<file path="src/rtl/mac_4_2_pipelined.sv">
// Pipelined multiply-accumulate: partial products reduced by a 4:2 compressor tree,
// a carry-propagate add into a product register, then a wrapping or saturating accumulator.
module mac_4_2_pipelined #(
    parameter int unsigned WIDTH     = 8,
    parameter int unsigned ACC_WIDTH = 20,
    parameter int unsigned SIGNED    = 0,
    parameter int unsigned SATURATE  = 0
) (
    input  logic                 clk,
    input  logic                 rst,
    input  logic                 In_valid,
    input  logic [WIDTH-1:0]     A,
    input  logic [WIDTH-1:0]     B,
    input  logic                 Acc_clear,
    output logic                 Out_valid,
    output logic [ACC_WIDTH-1:0] Acc,
    output logic                 Overflow
);

    localparam int unsigned PW  = 2 * WIDTH;
    localparam int unsigned AW  = ACC_WIDTH;
    localparam int unsigned NR0 = WIDTH + 1;            // PP rows plus Baugh-Wooley constant row
    localparam int unsigned NRP = ((NR0 + 3) / 4) * 4;
    localparam int unsigned IW  = $clog2(NRP);

    typedef logic [PW-1:0]           row_t;
    typedef logic [NRP-1:0][PW-1:0]  rows_t;

    // Rows left after one compressor level; a trailing group of 3 is padded with a zero row.
    function automatic int unsigned next_rows(input int unsigned n);
        return 2 * (n / 4) + (((n % 4) == 3) ? 2 : (n % 4));
    endfunction

    localparam int unsigned NR1 = next_rows(NR0);

    // One row-wide 4:2 compressor: two chained full adders per column, Cout feeds the next column's Cin.
    function automatic void compress42(input row_t x0, input row_t x1, input row_t x2,
                                       input row_t x3, output row_t s, output row_t c);
        logic cin, co, s1;
        s   = '0;
        c   = '0;
        cin = 1'b0;
        for (int i = 0; i < int'(PW); i++) begin
            s1   = x0[i] ^ x1[i] ^ x2[i];
            co   = (x0[i] & x1[i]) | (x0[i] & x2[i]) | (x1[i] & x2[i]);
            s[i] = s1 ^ x3[i] ^ cin;
            if (i < int'(PW) - 1) begin
                c[i+1] = (s1 & x3[i]) | (s1 & cin) | (x3[i] & cin);
            end
            cin = co;
        end
    endfunction

    // One tree level over the first n rows; rows at or beyond n are zero on entry and exit.
    function automatic rows_t compress_level(input rows_t rin, input int unsigned n);
        rows_t       rout;
        row_t        s, c;
        int unsigned nout;
        rout = '0;
        nout = 0;
        for (int unsigned g = 0; g < NRP; g += 4) begin
            if (g < n) begin
                if ((n - g) >= 3) begin
                    compress42(rin[IW'(g)], rin[IW'(g + 1)], rin[IW'(g + 2)], rin[IW'(g + 3)], s, c);
                    rout[IW'(nout)]     = s;
                    rout[IW'(nout + 1)] = c;
                    nout                = nout + 2;
                end else begin
                    rout[IW'(nout)]     = rin[IW'(g)];
                    rout[IW'(nout + 1)] = rin[IW'(g + 1)];
                    nout                = nout + (n - g);
                end
            end
        end
        return rout;
    endfunction

    logic              in_valid_q, in_valid_d, clr_q, clr_d;
    logic [WIDTH-1:0]  a_q, a_d, b_q, b_d;
    logic              s1_valid_q, s1_valid_d, s1_clr_q, s1_clr_d;
    rows_t             s1_rows_q, s1_rows_d;
    logic              s2_valid_q, s2_valid_d, s2_clr_q, s2_clr_d;
    row_t              prod_q, prod_d;
    logic [AW-1:0]     acc_q, acc_d;
    logic              ovf_q, ovf_d, out_valid_q, out_valid_d;

    rows_t             pp_rows, tree_rows;
    int unsigned       tree_n;
    logic [AW:0]       prod_ext, acc_ext, sum;
    logic [AW-1:0]     sat_val;
    logic              out_of_range, pbit;

    // Input capture, S1 (PP generation + first level), S2 (remaining levels + CPA)
    always_comb begin
        in_valid_d = In_valid;
        clr_d      = Acc_clear;
        a_d        = A;
        b_d        = B;

        pp_rows = '0;
        for (int j = 0; j < int'(WIDTH); j++) begin
            for (int i = 0; i < int'(WIDTH); i++) begin
                pbit = a_q[i] & b_q[j];
                if ((SIGNED != 0) && ((i == int'(WIDTH) - 1) != (j == int'(WIDTH) - 1))) begin
                    pbit = ~pbit;
                end
                pp_rows[j][i+j] = pbit;
            end
        end
        if (SIGNED != 0) begin
            pp_rows[WIDTH][WIDTH]  = 1'b1;
            pp_rows[WIDTH][PW-1]   = 1'b1;
        end
        s1_rows_d  = compress_level(pp_rows, NR0);
        s1_valid_d = in_valid_q;
        s1_clr_d   = clr_q;

        tree_rows = s1_rows_q;
        tree_n    = NR1;
        for (int l = 0; l < int'(NRP); l++) begin
            if (tree_n > 2) begin
                tree_rows = compress_level(tree_rows, tree_n);
                tree_n    = next_rows(tree_n);
            end
        end
        prod_d     = tree_rows[0] + tree_rows[1];
        s2_valid_d = s1_valid_q;
        s2_clr_d   = s1_clr_q;
    end

    // S3: accumulate one bit wider than the accumulator, then wrap or clamp
    always_comb begin
        prod_ext = {{(AW + 1 - PW){(SIGNED != 0) & prod_q[PW-1]}}, prod_q};
        acc_ext  = {(SIGNED != 0) & acc_q[AW-1], acc_q};
        sum      = acc_ext + prod_ext;
        if (SIGNED != 0) begin
            out_of_range = sum[AW] ^ sum[AW-1];
            sat_val      = sum[AW] ? {1'b1, {(AW - 1){1'b0}}} : {1'b0, {(AW - 1){1'b1}}};
        end else begin
            out_of_range = sum[AW];
            sat_val      = {AW{1'b1}};
        end

        acc_d       = acc_q;
        ovf_d       = ovf_q;
        out_valid_d = s2_valid_q;
        if (s2_valid_q) begin
            if (s2_clr_q) begin
                acc_d = prod_ext[AW-1:0];
                ovf_d = 1'b0;
            end else if (out_of_range) begin
                acc_d = (SATURATE != 0) ? sat_val : sum[AW-1:0];
                ovf_d = 1'b1;
            end else begin
                acc_d = sum[AW-1:0];
            end
        end
    end

    always_ff @(posedge clk) begin
        if (rst) begin
            in_valid_q  <= 1'b0;
            clr_q       <= 1'b0;
            a_q         <= '0;
            b_q         <= '0;
            s1_valid_q  <= 1'b0;
            s1_clr_q    <= 1'b0;
            s1_rows_q   <= '0;
            s2_valid_q  <= 1'b0;
            s2_clr_q    <= 1'b0;
            prod_q      <= '0;
            acc_q       <= '0;
            ovf_q       <= 1'b0;
            out_valid_q <= 1'b0;
        end else begin
            in_valid_q  <= in_valid_d;
            clr_q       <= clr_d;
            a_q         <= a_d;
            b_q         <= b_d;
            s1_valid_q  <= s1_valid_d;
            s1_clr_q    <= s1_clr_d;
            s1_rows_q   <= s1_rows_d;
            s2_valid_q  <= s2_valid_d;
            s2_clr_q    <= s2_clr_d;
            prod_q      <= prod_d;
            acc_q       <= acc_d;
            ovf_q       <= ovf_d;
            out_valid_q <= out_valid_d;
        end
    end

    assign Acc       = acc_q;
    assign Overflow  = ovf_q;
    assign Out_valid = out_valid_q;

endmodule

</file>
<file path="config.mk">
export PLATFORM = sky130hd
export DESIGN_NAME = mac_4_2_pipelined
export DESIGN_NICKNAME = d
export VERILOG_FILES = /design/src/rtl/mac_4_2_pipelined.sv
export SDC_FILE = /design/constraint.sdc
export NUM_CORES = 1
export LEC_CHECK = 0
export CELL_PAD_IN_SITES_DETAIL_PLACEMENT = 1
export CELL_PAD_IN_SITES_GLOBAL_PLACEMENT = 1
export CORE_ASPECT_RATIO = 0.9
export CORE_MARGIN = 5
export CORE_UTILIZATION = 50
export CTS_CLUSTER_DIAMETER = 120
export CTS_CLUSTER_SIZE = 40
export DETAILED_ROUTE_END_ITERATION = 8
export PLACE_DENSITY_LB_ADDON = 0.3
export SLEW_MARGIN = 20
export SYNTH_ARGS = -nofsm -noshare
export SYNTH_HDL_FRONTEND = slang
export SYNTH_SLANG_ARGS = --single-unit
</file>
<file path="constraint.sdc">
create_clock -name clk -period 7.2 [get_ports clk]
set_input_delay 2.16 -clock clk [delete_from_list [all_inputs] [get_ports clk]]
set_output_delay 2.16 -clock clk [all_outputs]
set_load 0.02 [all_outputs]
</file>
==> results.toml, run 1 <==
[placement]
dp_slack_ns = 3.39
routabilityCongestion = 0.803
dpl_cell_area_mm2 = 0.00624
port_buffers = 41
dp_cells = 751
dp_hpwl_um = 9020

[clocking]
cts.sinks = 98
cts_hold_buf = 0
clockRootBuffer = "clkbuf_16"
cts_buffers = 9
cts_resized = 0
path_clk_slew_ns = 0.07
post_cts_buffers = 0
cts_tree = "built"
clockBufferDepth = 2
htreeDepth = 3
clk_latency_ns = 0.35

[setup_path]
max_stage_delay_ns = 0.56
critical_path_arrival_ns = 4.01
r2r_setup_slack_ns = 3.40
end_kind = "flop"
cp_num_buf_inv = 0
cp_slowest_cell = "fa_1"
worstSetupPathType = "reg -> reg"
cp_cell_sequence = "fa_1, fa_1, ha_1, ha_1, ha_1, fa_1, a21o_1, a21oi_1, o21ai_0, o41ai_1, xnor2_1, nor2_1"
start_kind = "flop"
crit_family = "adder cells"
crit_required_ns = 7.40
cp_max_fo = 2

[synthesis]
synthCells = 570
synthMuxAreaShare = 0.0209
async_flop_share = 0
synth_common_cells = "dfxtp_1, nor2b_1, and2_1"
synth_top_area_frac = 0.341
synth.most_common_cell = "dfxtp_1"
synth_seq_cells = 98
synthTopCellsByArea = "dfxtp_1, fa_1, ha_1"
synth_xor_area_frac = 0.0213
synth_ff_type = "dfxtp_1"
synth_area_mm2 = 0.00576
mappedNetlistNets = 685
synthAdderAreaFrac = 0.260
yosysTopAreaCell = "dfxtp_1"
synth_edf_count = 0
synth_top_family_by_area = "adder cells"
synthSimpleGateAreaFrac = 0.218
ys_warn_count = 0
synth_compound_area_frac = 0.104
seq_area_frac_synth = 0.341
syn_avg_cell_area_um2 = 10.1
synth_cell_type_count = 54

[timing]
tightest_slew_ns = 1.09
setup_viol = 0
maxSlewViolCount = 0
clock_skew_ns = 0.00645
finalCriticalPeriod_ns = 3.80
tns_ns = 0
fin_ws_ns = 3.40
max_freq_ghz = 0.263
period_share = 0.528
rsz0062_at_grt = "no"
hold_viol = 0
max-slew-margin-rel = 0.273

[cells_and_area]
fin_nets = 721
diodes = 0
fin_cells = 767
finish.instance_area_mm2 = 0.00653
regArea_mm2 = 0.00196
drive_gt1_frac = 0.0442
multi_input_area_mm2 = 0.00359
fillers = 1256
syn_to_final_growth_pct = 13.4

[routing]
drtIter0Drc = 156
detail_route.first_pass.iterations = 4
wirelength_um = 11900
drc = 0
routedWlPerCell_um = 15.5
vias = 4044
ant_nets = 0
via_per_inst = 5.27

[power]
switching_share = 0.261
p_clk_frac = 0.394
leakagePower_uw = 0.00295
internal_power_uw = 863
power.switching_uw = 304
vdd_drop_max_mv = 0.158
seqPwrFrac = 0.499
p_comb_frac = 0.107
p_total_uw = 1170
power_density_mw_per_mm2 = 179

[floorplanning]
die_w_um = 123
ios = 42
core_mm2 = 0.0113
num_rows = 37
initial_utilization = 0.508
dieArea_mm2 = 0.0138
fp.dieH_um = 112

[flow_run]
cap_violations = 0

[status]
status = "completed"

[global_routing]
grt_pass1_wl_um = 20300
grt_pass1_vias = 4356
grt_max_degree = 96
overflow = 0
antenna_found_initial = 0
track_usage = 0.185

[hold_path]
min_path_type = "reg -> reg"
registers in the layout, indices dropped and copies added (netlist names):
| register | flops |
|---|---|
| out_valid_d | 1 |
| a_q | 8 |
| prod_q | 16 |
| s1_valid_q | 1 |
| Out_valid | 1 |
| b_q | 8 |
| Acc | 20 |
| Overflow | 1 |
| s2_clr_q | 1 |
| s1_clr_q | 1 |
| clr_q | 1 |
| s1_rows_q | 38 |
| in_valid_q | 1 |
final timing paths:
kind,cells after the start,to,from
hold reg to reg,1,s1_valid_q,in_valid_q
setup reg to reg,12,prod_q[15],s1_rows_q[7]
hold / removal,1,s1_valid_q,in_valid_q
setup / recovery,12,prod_q[15],s1_rows_q[7]
layout by cell type (no fill, tap or decap), drive strengths merged, types with 9 or more instances in the layout:
cell type / count
mux2i: 12
ha: 54
nor2: 40
clkbuf: 9
nor2b: 65
dfxtp: 98
clkdlybuf4s50: 40
o21ai: 17
and2: 55
fa: 41
nand2: 34
inv: 23
a21oi: 26
power by group through the flow:
stage / Combinational, µW / Sequential, µW / Clock [µW]
5_1_grt: 144 / 585 / 498
4_1_cts: 128 / 583 / 474
6_report: 125 / 582 / 460
3_5_place_dp: 126 / 595 / 0
3_3_place_gp: 119 / 593 / 0
2_1_floorplan: 88.0 / 590 / 0
routing by layer:
layer / share of wire / up-vias / global-route usage
li1: - / 1987 / -
met1: 0.42 / 1986 / 0.213
met2: 0.53 / 56 / 0.333
met3: 0.034 / 15 / 0.0513
met4: 0.015 / 0 / 0.0502
met5: 0 / - / 0
cells by family after synthesis:
logic type / Yosys count
compound gates: 87
xor+xnor: 14
fa+ha+maj: 95
buf+inv: 38
flops: 98
mux: 12
simple gates: 226
stage by stage:
stage           util  hold WS (ns)
2_1_floorplan      -         0.414
5_1_grt        0.576         0.454
3_5_place_dp   0.551         0.428
6_report       0.576         0.440
4_1_cts        0.576         0.445
3_3_place_gp   0.551         0.417
cell type report:
class	instances	share of cell area
flip-flops and latches	98	0.300
clock inverters	7	0.00920
inverters	20	0.0115
well taps	156	0.0299
multi-input cells	434	0.550
repair buffers	43	0.0644
clock buffers	9	0.0345
Note: power is estimated with default switching activity, not from simulation.
==> run 2, diff against run 1 <==
--- a/config.mk
+++ b/config.mk
@@ -9,7 +9,7 @@
 export CELL_PAD_IN_SITES_GLOBAL_PLACEMENT = 1
 export CORE_ASPECT_RATIO = 0.9
 export CORE_MARGIN = 5
-export CORE_UTILIZATION = 50
+export CORE_UTILIZATION = 47
 export CTS_CLUSTER_DIAMETER = 120
 export CTS_CLUSTER_SIZE = 40
 export DETAILED_ROUTE_END_ITERATION = 8
==> constraint.sdc (replaced) <==
create_clock -name clk -period 3.7 [get_ports clk]
set_input_delay 1.11 -clock clk [delete_from_list [all_inputs] [get_ports clk]]
set_output_delay 1.11 -clock clk [all_outputs]
set_load 0.02 [all_outputs]
==> run 2 against run 1 <==
Against the previous run:
- fmax is 7.5% higher
- clock power grew 110%
- global-route usage about the same
- combinational power is 99% higher
- non-clock buffer count up 1
- critical path type unchanged
- largest cell class unchanged
- highest routed layer unchanged
==> results.toml, run 2 (same netlist as run 1, synthesis figures left out) <==
[setup_path]
r2r_setup_slack_ns = 0.16
start_kind = "flop"
endpoint = "prod_q[15]"
r2r_cells = 12
max_stage_delay_ns = 0.56
timing.rr.end = "prod_q[15]"
crit_required_ns = 3.93
crit_path_start = "s1_rows_q[39]"
cp_slowest_cell = "fa_1"
cp_cell_sequence = "fa_1, fa_1, ha_1, ha_1, ha_2, fa_2, a21o_1, a21oi_2, o21ai_2, o41ai_2, xnor2_1, nor2_1"
crit_family = "adder cells"
cp.depth = 12
end_kind = "flop"
cp_num_buf_inv = 0
cp_max_fo = 2
critical_path_arrival_ns = 3.77
rr_startpoint = "s1_rows_q[39]"
worstSetupPathType = "reg -> reg"

[placement]
dp_slack_ns = -0.0155
routabilityCongestion = 0.823
port_buffers = 41
dp_hpwl_um = 9630
dpl_cell_area_mm2 = 0.00627

[power]
vdd_drop_max_mv = 0.275
power_density_mw_per_mm2 = 356
leakagePower_uw = 0.00299
p_total_uw = 2350

[global_routing]
grt_use_met3 = 0.0455
grt_max_degree = 81
grt_pass1_wl_um = 21600
antenna_found_initial = 0
track_usage = 0.184
grt_pass1_vias = 4519
grt_use_met1 = 0.213
overflow = 0
grt_use_met2 = 0.339
grt.busiest_layer = "met2"

[cells_and_area]
fin_nets = 722
final_cell_mix = "dfxtp_1, nor2b_1, and2_1"
layout_commonest_cell = "dfxtp_1"
diodes = 0
postLayoutCoreUtil = 0.550
fillers = 1333
top_register = "s1_rows_q"
finish.instance_area_mm2 = 0.00661
largest_reg_flops = 38
syn_to_final_growth_pct = 14.8
drive_gt1_frac = 0.0556

[timing]
max-slew-margin-rel = 0.289
setup_viol = 0
finalCriticalPeriod_ns = 3.54
fin_ws_ns = 0.163
rsz0062_at_grt = "no"
max_freq_ghz = 0.283
tightest_slew_ns = 1.06
tns_ns = 0
clock_skew_ns = 0.00784
maxSlewViolCount = 0
hold_viol = 0
period_share = 0.956

[routing]
detail_route.first_pass.iterations = 5
wirelength_um = 12500
vias = 4094
ant_nets = 0
routedWlPerCell_um = 16.1
drtIter0Drc = 163
via_per_inst = 5.30
drc = 0

[floorplanning]
ios = 42
fp.dieH_um = 115
num_rows = 38
die_w_um = 127
dieArea_mm2 = 0.0146
initial_utilization = 0.479
core_mm2 = 0.0120

[status]
status = "completed"

[clocking]
cts.sinks = 98
path_clk_slew_ns = 0.06
cts_buffers = 9
post_cts_buffers = 0
htreeDepth = 3
clockBufferDepth = 2
cts_tree = "built"
clockRootBuffer = "clkbuf_16"
clk_latency_ns = 0.35
cts_hold_buf = 0

[flow_run]
cap_violations = 0

[hold_path]
min_path_type = "reg -> reg"
-- run 2: power by group --
part           total, µW  switching (µW)  internal, µW  leakage, µW
logic                249             128           120      0.00204
clock network        971             406           565     0.000153
registers           1140            40.6          1090     0.000800
-- run 2: worst min path at each step --
stage / to / slack (ns) / cells past startpoint / startpoint
after floorplan: out_valid_d / 0.41 / 1 / s1_valid_q
after global placement: s1_valid_q / 0.42 / 1 / in_valid_q
after detailed placement: s2_clr_q / 0.43 / 1 / s1_clr_q
after CTS: s1_clr_q / 0.45 / 1 / clr_q
after global routing: prod_q[2] / 0.46 / 1 / s1_rows_q[2]
final: s1_clr_q / 0.44 / 1 / clr_q
-- run 2: worst register-to-register path, delay by kind of cell, from the launching register on --
family | cells | cell delay [ns]
adder cells (fa/ha/maj) | 6 | 2.10
AO/OA/AOI/OAI | 4 | 0.80
flip-flops | 1 | 0.31
XOR/XNOR | 1 | 0.16
AND/OR/NAND/NOR | 1 | 0.05
-- run 2: repair_timing --
action,in CTS,in global routing
pin swaps,0,5
resized for setup,1,6
endpoints found under the setup margin,1,3
-- run 2: cell type report --
type	count	area, µm²	share of cell area
multi-input cells	434	3620	0.548
flip-flops and latches	98	1960	0.297
repair buffers	44	440	0.0666
clock buffers	11	253	0.0382
well taps	160	200	0.0303
inverters	20	75.1	0.0114
clock inverters	5	60.1	0.00909
-- run 2: routing by layer --
metal  vias up  share of wire  wire, µm
met2        87           0.52      6490
met1      2005           0.42      5250
met3        23          0.040       498
li1       1979              -         -
met5         -              0         0
met4         0          0.018       221
-- run 2: through the flow --
step	cells	hold slack (ns)
floorplan	570	0.414
global placement	756	0.421
detailed placement	756	0.432
CTS	772	0.446
global route	772	0.457
finish	772	0.440
